File: src/rtl/serial_pattern_tx.sv
// Serialises the top len bits of data MSB-first on x and counts the "110" patterns
// emitted within each frame; outputs are registered and the FSM is IDLE -> SHIFT -> DONE.
module serial_pattern_tx #(
    parameter int WIDTH = 16,
    parameter int CNTW  = 8
) (
    input  logic                    clk,
    input  logic                    rst,
    input  logic                    start,
    input  logic [WIDTH-1:0]        data,
    input  logic [$clog2(WIDTH):0]  len,
    output logic                    x,
    output logic                    valid,
    output logic                    busy,
    output logic                    done,
    output logic                    err,
    output logic [CNTW-1:0]         cnt110
);

    localparam int LW = $clog2(WIDTH) + 1;
    localparam logic [LW-1:0]   LEN_MAX = LW'(WIDTH);
    localparam logic [CNTW-1:0] CNT_MAX = {CNTW{1'b1}};

    typedef enum logic [1:0] {
        S_IDLE  = 2'd0,
        S_SHIFT = 2'd1,
        S_DONE  = 2'd2
    } state_t;

    state_t            state_q, state_d;
    logic [WIDTH-1:0]  shreg_q, shreg_d;
    logic [LW-1:0]     rem_q, rem_d;
    logic [1:0]        hist_q, hist_d;
    logic [CNTW-1:0]   cnt_q, cnt_d;
    logic              x_q, x_d;
    logic              valid_q, valid_d;
    logic              busy_q, busy_d;
    logic              done_q, done_d;
    logic              err_q, err_d;
    logic              len_ok_s;
    logic              next_bit_s;

    assign len_ok_s   = (len != '0) && (len <= LEN_MAX);
    assign next_bit_s = shreg_q[WIDTH-1];

    // State register
    always_ff @(posedge clk or posedge rst) begin
        if (rst) begin
            state_q <= S_IDLE;
        end else begin
            state_q <= state_d;
        end
    end

    // Next-state logic; rem_q counts bits still to show including the one on x
    always_comb begin
        state_d = state_q;
        case (state_q)
            S_IDLE: begin
                if (start && len_ok_s) begin
                    state_d = S_SHIFT;
                end else begin
                    state_d = S_IDLE;
                end
            end
            S_SHIFT: begin
                if (rem_q == LW'(1)) begin
                    state_d = S_DONE;
                end else begin
                    state_d = S_SHIFT;
                end
            end
            S_DONE:  state_d = S_IDLE;
            default: state_d = S_IDLE;
        endcase
    end

    // Output and datapath next values; the first bit leaves on the accepting edge
    always_comb begin
        shreg_d = shreg_q;
        rem_d   = rem_q;
        hist_d  = hist_q;
        cnt_d   = cnt_q;
        x_d     = 1'b0;
        valid_d = 1'b0;
        busy_d  = 1'b0;
        done_d  = 1'b0;
        err_d   = 1'b0;
        case (state_q)
            S_IDLE: begin
                if (start) begin
                    if (len_ok_s) begin
                        shreg_d = {data[WIDTH-2:0], 1'b0};
                        rem_d   = len;
                        hist_d  = {1'b0, data[WIDTH-1]};
                        cnt_d   = '0;
                        x_d     = data[WIDTH-1];
                        valid_d = 1'b1;
                        busy_d  = 1'b1;
                    end else begin
                        err_d = 1'b1;
                    end
                end else begin
                    err_d = 1'b0;
                end
            end
            S_SHIFT: begin
                if (rem_q != LW'(1)) begin
                    shreg_d = {shreg_q[WIDTH-2:0], 1'b0};
                    rem_d   = rem_q - LW'(1);
                    hist_d  = {hist_q[0], next_bit_s};
                    x_d     = next_bit_s;
                    valid_d = 1'b1;
                    busy_d  = 1'b1;
                    if (!next_bit_s && (hist_q == 2'b11) && (cnt_q != CNT_MAX)) begin
                        cnt_d = cnt_q + CNTW'(1);
                    end else begin
                        cnt_d = cnt_q;
                    end
                end else begin
                    done_d = 1'b1;
                end
            end
            S_DONE:  done_d = 1'b0;
            default: done_d = 1'b0;
        endcase
    end

    // Datapath and output registers
    always_ff @(posedge clk or posedge rst) begin
        if (rst) begin
            shreg_q <= '0;
            rem_q   <= '0;
            hist_q  <= 2'b00;
            cnt_q   <= '0;
            x_q     <= 1'b0;
            valid_q <= 1'b0;
            busy_q  <= 1'b0;
            done_q  <= 1'b0;
            err_q   <= 1'b0;
        end else begin
            shreg_q <= shreg_d;
            rem_q   <= rem_d;
            hist_q  <= hist_d;
            cnt_q   <= cnt_d;
            x_q     <= x_d;
            valid_q <= valid_d;
            busy_q  <= busy_d;
            done_q  <= done_d;
            err_q   <= err_d;
        end
    end

    assign x      = x_q;
    assign valid  = valid_q;
    assign busy   = busy_q;
    assign done   = done_q;
    assign err    = err_q;
    assign cnt110 = cnt_q;

endmodule

File: config.mk
export PLATFORM = sky130hd
export DESIGN_NAME = serial_pattern_tx
export DESIGN_NICKNAME = d
export VERILOG_FILES = /design/src/rtl/serial_pattern_tx.sv
export SDC_FILE = /design/constraint.sdc
export NUM_CORES = 1
export LEC_CHECK = 0
export BUFFER_PORTS_ARGS = -buffer_cell sky130_fd_sc_hd__buf_2
export CORE_ASPECT_RATIO = 0.8
export CORE_MARGIN = 2
export CORE_UTILIZATION = 30
export DETAILED_ROUTE_END_ITERATION = 10
export PLACE_DENSITY = 0.46
export SLEW_MARGIN = 20
export SYNTH_ARGS = -nofsm -noshare
export SYNTH_HDL_FRONTEND = slang
export SYNTH_SLANG_ARGS = --single-unit
File: constraint.sdc
create_clock -name clk -period 2.4 [get_ports clk]
set_input_delay 0.12 -clock clk [delete_from_list [all_inputs] [get_ports clk]]
set_output_delay 0.12 -clock clk [all_outputs]
set_load 0.05 [all_outputs]
==> results of run 1 <==
[metal layers]
metal	up-vias	routed length, µm	part of all wire, %	GRT usage [%]
li1	755	-	-	-
met1	727	2340	53	20.6
met2	46	1830	41	22.2
met3	4	208	4.7	3.38
met4	0	34	0.77	4.04
met5	-	0	0	0
[where the power goes]
part           switching [W]  total (W)  internal [W]
Combinational       0.000786    0.00125      0.000469
Clock               0.000218   0.000524      0.000306
Sequential          0.000156   0.000946      0.000790
Total                0.00116    0.00272       0.00156
[cells by family (layout without fill, tap and decap cells)]
kind of cell,Yosys count,count (layout)
AO/OA/AOI/OAI,46,46
XOR/XNOR,1,1
adder cells (fa/ha/maj),3,3
buffers and inverters,20,60
flip-flops,34,34
multiplexers,16,16
AND/OR/NAND/NOR,63,63
[cell type report]
cell class | instances | area, µm²
Clock buffer | 5 | 68.8
Inverter | 8 | 30.0
Timing Repair Buffer | 44 | 255
Clock inverter | 3 | 40.0
Multi-Input combinational cell | 129 | 866
Sequential cell | 34 | 851
Tap cell | 81 | 101
Fill cell | 636 | 3670
[state kept, by name (all words and copies together), names as in the netlist]
register	cells
cnt110	8
x	1
done	1
err	1
state_q	1
hist_q	2
shreg_q	15
rem_q	5
[worst max-delay path: cells and delay by family (launching register included)]
| kind | cells | cell delay [ns] |
|---|---|---|
| compound gates | 1 | 0.13 |
| simple gates | 3 | 0.96 |
| flops | 1 | 0.38 |
| buf+inv | 2 | 0.33 |
| fa+ha+maj | 1 | 0.13 |
[cells in the mapped netlist (2+ instances only)]
library cell,instances
a211o_1,2
a21oi_1,5
a31oi_1,2
and2_1,2
and3_1,3
buf_1,2
buf_4,4
clkbuf_1,3
dfrtp_1,34
ha_1,3
inv_1,8
mux2i_1,16
nand2_1,5
nand3_1,27
nand4_1,3
nor2_1,6
nor3_1,2
nor4b_1,2
o211ai_1,3
o21ai_0,22
o2bb2a_1,2
or4_1,3
[path summary, 6_finish.rpt]
check,from,to,slack [ns],depth (start not counted)
min reg2reg,hist_q[1],hist_q[1],0.50,2
max,rem_q[1],rem_q[0],0.34,7
min,data[0],shreg_q[1],0.08,3
max reg2reg,rem_q[1],rem_q[0],0.34,7
min in group asynchronous,rst,shreg_q[8],0.46,4
max in group asynchronous,rst,cnt110[3],1.60,4
[through the flow]
| stage | setup WS [ns] | area [µm²] | instances |
|---|---|---|---|
| after floorplan | 0.521 | 1810 | 183 |
| after global placement | 0.413 | 2090 | 295 |
| after detailed placement | 0.350 | 2090 | 295 |
| after CTS | 0.334 | 2210 | 304 |
| after global routing | 0.230 | 2210 | 304 |
| final | 0.339 | 2210 | 304 |
==> impl_results.md, run 1 <==
* Combinational family with the most area after synthesis: simple AND/OR/NAND/NOR gates
* Most frequent cells in the layout: buf_2, dfrtp_1, nand3_1, o21ai_0, mux2i_1
* First-pass GRT wire length at 7660 µm
* Antenna violations before repair at 0
* RSZ-0062 raised after global routing: no
* GP Congestion at 0.783
* Vias at around 1500
* Synthesized Nets at 210
* CTS resizes at 0
* Outcome: finished, final reports clean
* Type of origin of the critical path: register
* Library cells used by synthesis at 46
* Setup violations, final at 0
* Total I/O pin count at 37
* CP Class: reg -> reg
* Setup Skew at ~0.011 ns
* Synth Area in XOR/XNOR at less than 1%
* Crit path time final at 2.06 ns
* Slowest CP cell: or4b_4
* Worst-margin pin slew at 0.623 ns
* Slew margin rel. at 58.2%
* Final Hold Viols at 0
* Worst Path Arrival at 2.22 ns
* Worst skew pair latency at around 0.29 ns
* Max FO, Critical Path at 20
* Synth async-reset ratio at 100%
* Level count of the clock H-tree at 2
* Total power at around 0.0027 W
* DRT Pass-1 Iters at 4
* Postcts setup bufs at 0
* Top FF cell, synth: dfrtp_1
* Synth top area share at between 40% and 50%
* Initial cell density of the core at a little under a third
* Final WL at approximately 4400 µm
* EDFF count, synth at 0
* PD cells at between 1000 and 1500 nW/µm²
* Ys Warns at 0
* Setup TNS Final at 0 ns
* CTS Buf Count at 5
* LEAKAGE at a little over 1 nW
* Synth Area in Adders at under 10%
* CTS tree: built
* Synthesized area per cell at roughly 9.9 µm²
* Simple-Gate Fraction of Synth Area at about a fifth
* Largest net degree at the start of global routing at 35
* DRC viols at 0
* Clock transition at path regs at roughly 0.07 ns
* Post-synthesis mux area share at around 8.8%
* Clock Sinks at 34
* Drt initial violations at 96
* Hold buffers post-CTS at 1
* Hold crit path type: in -> reg
* Area delta synth->final at 22.0%
* DIE WIDTH at just over 90 µm
* Fmax at between 0.4 and 0.5 GHz
* N_diodes at 0
* Synth area leaders: dfrtp_1, mux2i_1, nand3_1, o21ai_0, ha_1
* Final HPWL DP at 2910 µm
* Most common cell after layout, fill and taps aside: buf_2
* Compound-Gate Fraction of Synth Area at approximately 16%
* Critical path's largest stage delay at a little under 0.5 ns
* CTS max path bufs at 2
* Final Max Slew Viols at 0
* GRT Residual Overflow at 0
* CP required at roughly 2.6 ns
* Nets at between 200 and 250
* Number of global-route vias before repair at ~1600
* Share of cells above drive strength 1 at 25.1%
* Synth Instances at ~180
* Maximum VDD drop at ~0.00046 V
* Netlist Area Pre-Place at around 1800 µm²
* Core Box Area at slightly below 6000 µm²
* Die height at between 70 and 80 µm
* Final Util at 37.6%
* # port buffers at 36
* Die area at ~6700 µm²
* Post-detailed-route count of antenna-violating nets at 0
* Sequential area share after synthesis at between 40% and 50%
* Final period util at approximately 86%
* Crit-path cells: inv_1 -> ha_1 -> or4b_4 -> nand2_2 -> and2_4 -> buf_4 -> o21ai_0
* Drt wl/cell at roughly 15 µm
* Biggest area consumer among synthesized cells: dfrtp_1
* FF+latch count, synth at 34
* # rows at 25
* Max Cap Viol at 0
* WHS at ~0.08 ns
* Via density at approximately 5.0
* Crit. End Element: register
* Total GRT Usage at 14.4%
* Clk root buf: clkbuf_8
No activity file was read; power rests on OpenSTA's default activity.
==> run 2: changes to the inputs <==
Clock period 2.4 ns to 1.95 ns, I/O delays scaled along.
==> run 2 against run 1 <==
Core utilization rose by 0.51 points; critical path type unchanged; power up 23%; count of clock-buffer cells in the layout grew 2; die area unchanged; non-clock buffer count increased by 8; combinational power increased by 32%.
==> impl_results.md, run 2 (synthesis results as in run 1) <==
* PD cells at 1490 nW/µm² (was 1230 nW/µm²)
* Most frequent cells in the layout: buf_2, dfrtp_1, nand3_1, o21ai_0 (was buf_2, dfrtp_1, nand3_1, o21ai_0, mux2i_1)
* Register with the most flip-flops: shreg_q (unchanged)
* DIE WIDTH at 90.9 µm (unchanged)
* CTS max path bufs at 2 (unchanged)
* Reg2reg start: rem_q[1] (unchanged)
* Clock transition at path regs at 0.07 ns (about the same)
* Min-delay src: data[0] (unchanged)
* Initial cell density of the core at 30.8% (unchanged)
* GP Congestion at 0.757 (was 0.783)
* Clk root buf: clkbuf_8 (unchanged)
* Area of the multi-input gates at 866 µm² (unchanged)
* Switching share of power at 43.5% (was 42.6%)
* Fillers at 634 (was 636)
* LEAKAGE at 1.04 nW (was 1.02 nW)
* Fmax at 0.535 GHz (was 0.485 GHz)
* Number of cells on the worst reg-to-reg path at 7 (unchanged)
* Critical path's largest stage delay at 0.46 ns (was 0.49 ns)
* GRT Residual Overflow at 0 (unchanged)
* # rows at 25 (unchanged)
* Sequential power share at 34.2% (was 34.7%)
* Top delay family on crit path: simple AND/OR/NAND/NOR gates (unchanged)
* First-pass GRT wire length at 7630 µm (was 7660 µm)
* Register area at 851 µm² (unchanged)
* Final Max Slew Viols at 0 (unchanged)
* Worst-margin pin slew at 0.581 ns (was 0.623 ns)
* Largest register FFs at 15 (unchanged)
* Setup TNS Final at 0 ns (unchanged)
* Setup violations, final at 0 (unchanged)
* Core Box Area at 5880 µm² (unchanged)
* CTS Buf Count at 5 (unchanged)
* Comb pwr share at 49.4% (was 46.0%)
* Final period util at 95.8% (was 85.9%)
* Share of cells above drive strength 1 at 27.3% (was 25.1%)
* Worst skew pair latency at 0.28 ns (was 0.29 ns)
* Clock Sinks at 34 (unchanged)
* Total power at 0.00335 W (was 0.00272 W)
* Slew margin rel. at 61.0% (was 58.2%)
* Crit path time final at 1.87 ns (was 2.06 ns)
* DRC viols at 0 (unchanged)
* Setup Skew at 0.00661 ns (was 0.0113 ns)
* Worst R2R End: rem_q[3] (was rem_q[0])
* Outcome: finished, final reports clean (unchanged)
* Final HPWL DP at 3170 µm (was 2910 µm)
* Final instance area at 2240 µm² (was 2210 µm²)
* Sw power at 0.00145 W (was 0.00116 W)
* Via density at 4.99 (was 5.04)
* CTS resizes at 0 (unchanged)
* Slowest CP cell: or4b_4 (unchanged)
* Total I/O pin count at 37 (unchanged)
* Hold Path Sink: shreg_q[1] (unchanged)
* Maximum VDD drop at 0.000418 V (was 0.000457 V)
* Antenna violations before repair at 0 (unchanged)
* Most common cell after layout, fill and taps aside: buf_2 (unchanged)
* Total GRT Usage at 14.5% (was 14.4%)
* Die area at 6680 µm² (unchanged)
* Area delta synth->final at 23.7% (was 22.0%)
* Cell mode on critical path: inv_1
* Crit-path cells: inv_1 -> ha_1 -> or4b_4 -> nand2_2 -> and2_4 -> inv_1 -> o2bb2a_1 (was inv_1 -> ha_1 -> or4b_4 -> nand2_2 -> and2_4 -> buf_4 -> o21ai_0)
* Bufs and invs on worst path at 2 (unchanged)
* CP required at 2.17 ns (was 2.56 ns)
* Level count of the clock H-tree at 2 (unchanged)
* Postcts setup bufs at 0 (unchanged)
* Final WL at 4560 µm (was 4420 µm)
* Cell Int Power at 0.00189 W (was 0.00156 W)
* Drt initial violations at 81 (was 96)
* Final Hold Viols at 0 (unchanged)
* Hold crit path type: in -> reg (unchanged)
* Die height at 73.5 µm (unchanged)
* Vias at 1558 (was 1532)
* Placed instance area at 2140 µm² (was 2090 µm²)
* Max FO, Critical Path at 10 (was 20)
* Nets at 257 (was 249)
* N_diodes at 0 (unchanged)
* R2r setup slk at 0.08 ns (was 0.34 ns)
* CP Class: reg -> reg (unchanged)
* # port buffers at 36 (unchanged)
* Clk network pwr share at 16.4% (was 19.2%)
* Drt wl/cell at 14.6 µm (was 14.5 µm)
* Max Cap Viol at 0 (unchanged)
* Number of global-route vias before repair at 1539 (was 1562)
* RSZ-0062 raised after global routing: no (unchanged)
* Type of origin of the critical path: register (unchanged)
* Worst hold path depth at 3 (unchanged)
* Largest net degree at the start of global routing at 35 (unchanged)
* Crit. End Element: register (unchanged)
* Worst Path Arrival at 2.09 ns (was 2.22 ns)
* CTS tree: built (unchanged)
* Post-detailed-route count of antenna-violating nets at 0 (unchanged)
* DRT Pass-1 Iters at 4 (unchanged)
-- run 2: cell types whose count changed in the layout (fill, tap and decap cells not counted), sizes merged --
cell / change
buf: +8
clkinv: -1
bufinv: -1
clkbuf: +2
-- run 2: how the worst max path moves through the flow --
stage               cells past startpoint       from  slack (ns)         to
global route                            7   rem_q[1]       0.003   rem_q[3]
finish                                  7   rem_q[1]        0.08   rem_q[3]
floorplan                               5  cnt110[0]        0.07  cnt110[7]
detailed placement                      7   rem_q[1]        0.10  cnt110[6]
global placement                        7   rem_q[1]        0.14   rem_q[3]
CTS                                     7   rem_q[1]        0.09   rem_q[3]
-- run 2: worst reg2reg max path, stage by stage (launching register included) --
cell and delay [ns]:
dfrtp_1 0.38, inv_1 0.07, ha_1 0.13, or4b_4 0.46
nand2_2 0.17, and2_4 0.25, inv_1 0.10, o2bb2a_1 0.25
-- run 2: area by class of cell --
type | instances | area share (%)
repair buffers | 52 | 13.5
multi-input cells | 129 | 38.6
clock buffers | 7 | 3.85
clock inverters | 1 | 0.223
inverters | 8 | 1.34
well taps | 81 | 4.52
flip-flops and latches | 34 | 37.9
-- run 2: stage by stage --
stage          instances  worst slack (ns)  util, %  hold slack [ns]
5_1_grt              312           0.00293     38.1           0.0924
3_3_place_gp         303             0.143     36.4            0.236
2_1_floorplan        183            0.0705        -            0.234
4_1_cts              312            0.0868     38.1           0.0380
6_report             312            0.0821     38.1           0.0509
3_5_place_dp         303             0.104     36.4            0.227
-- run 2: routing by layer --
| metal | vias to the layer above | GRT usage, % | routed length (µm) |
|---|---|---|---|
| li1 | 768 | - | - |
| met1 | 752 | 21.0 | 2430 |
| met2 | 33 | 21.1 | 1880 |
| met3 | 5 | 3.59 | 194 |
| met4 | 0 | 5.05 | 50 |
| met5 | - | 0 | 0 |
-- run 2: timing repair --
action | 4_1_cts | 5_1_grt
hold endpoints to repair | 34 | 0
setup endpoints to repair | 0 | 0
hold buffers | 1 | 0
-- run 2: power groups by stage --
stage          registers (W)  logic [W]  clock network [W]
6_report             0.00114    0.00165           0.000549
5_1_grt              0.00118    0.00185           0.000602
4_1_cts              0.00115    0.00166           0.000572
3_5_place_dp         0.00116    0.00165                  0
3_3_place_gp         0.00116    0.00165                  0
2_1_floorplan        0.00129    0.00106                  0
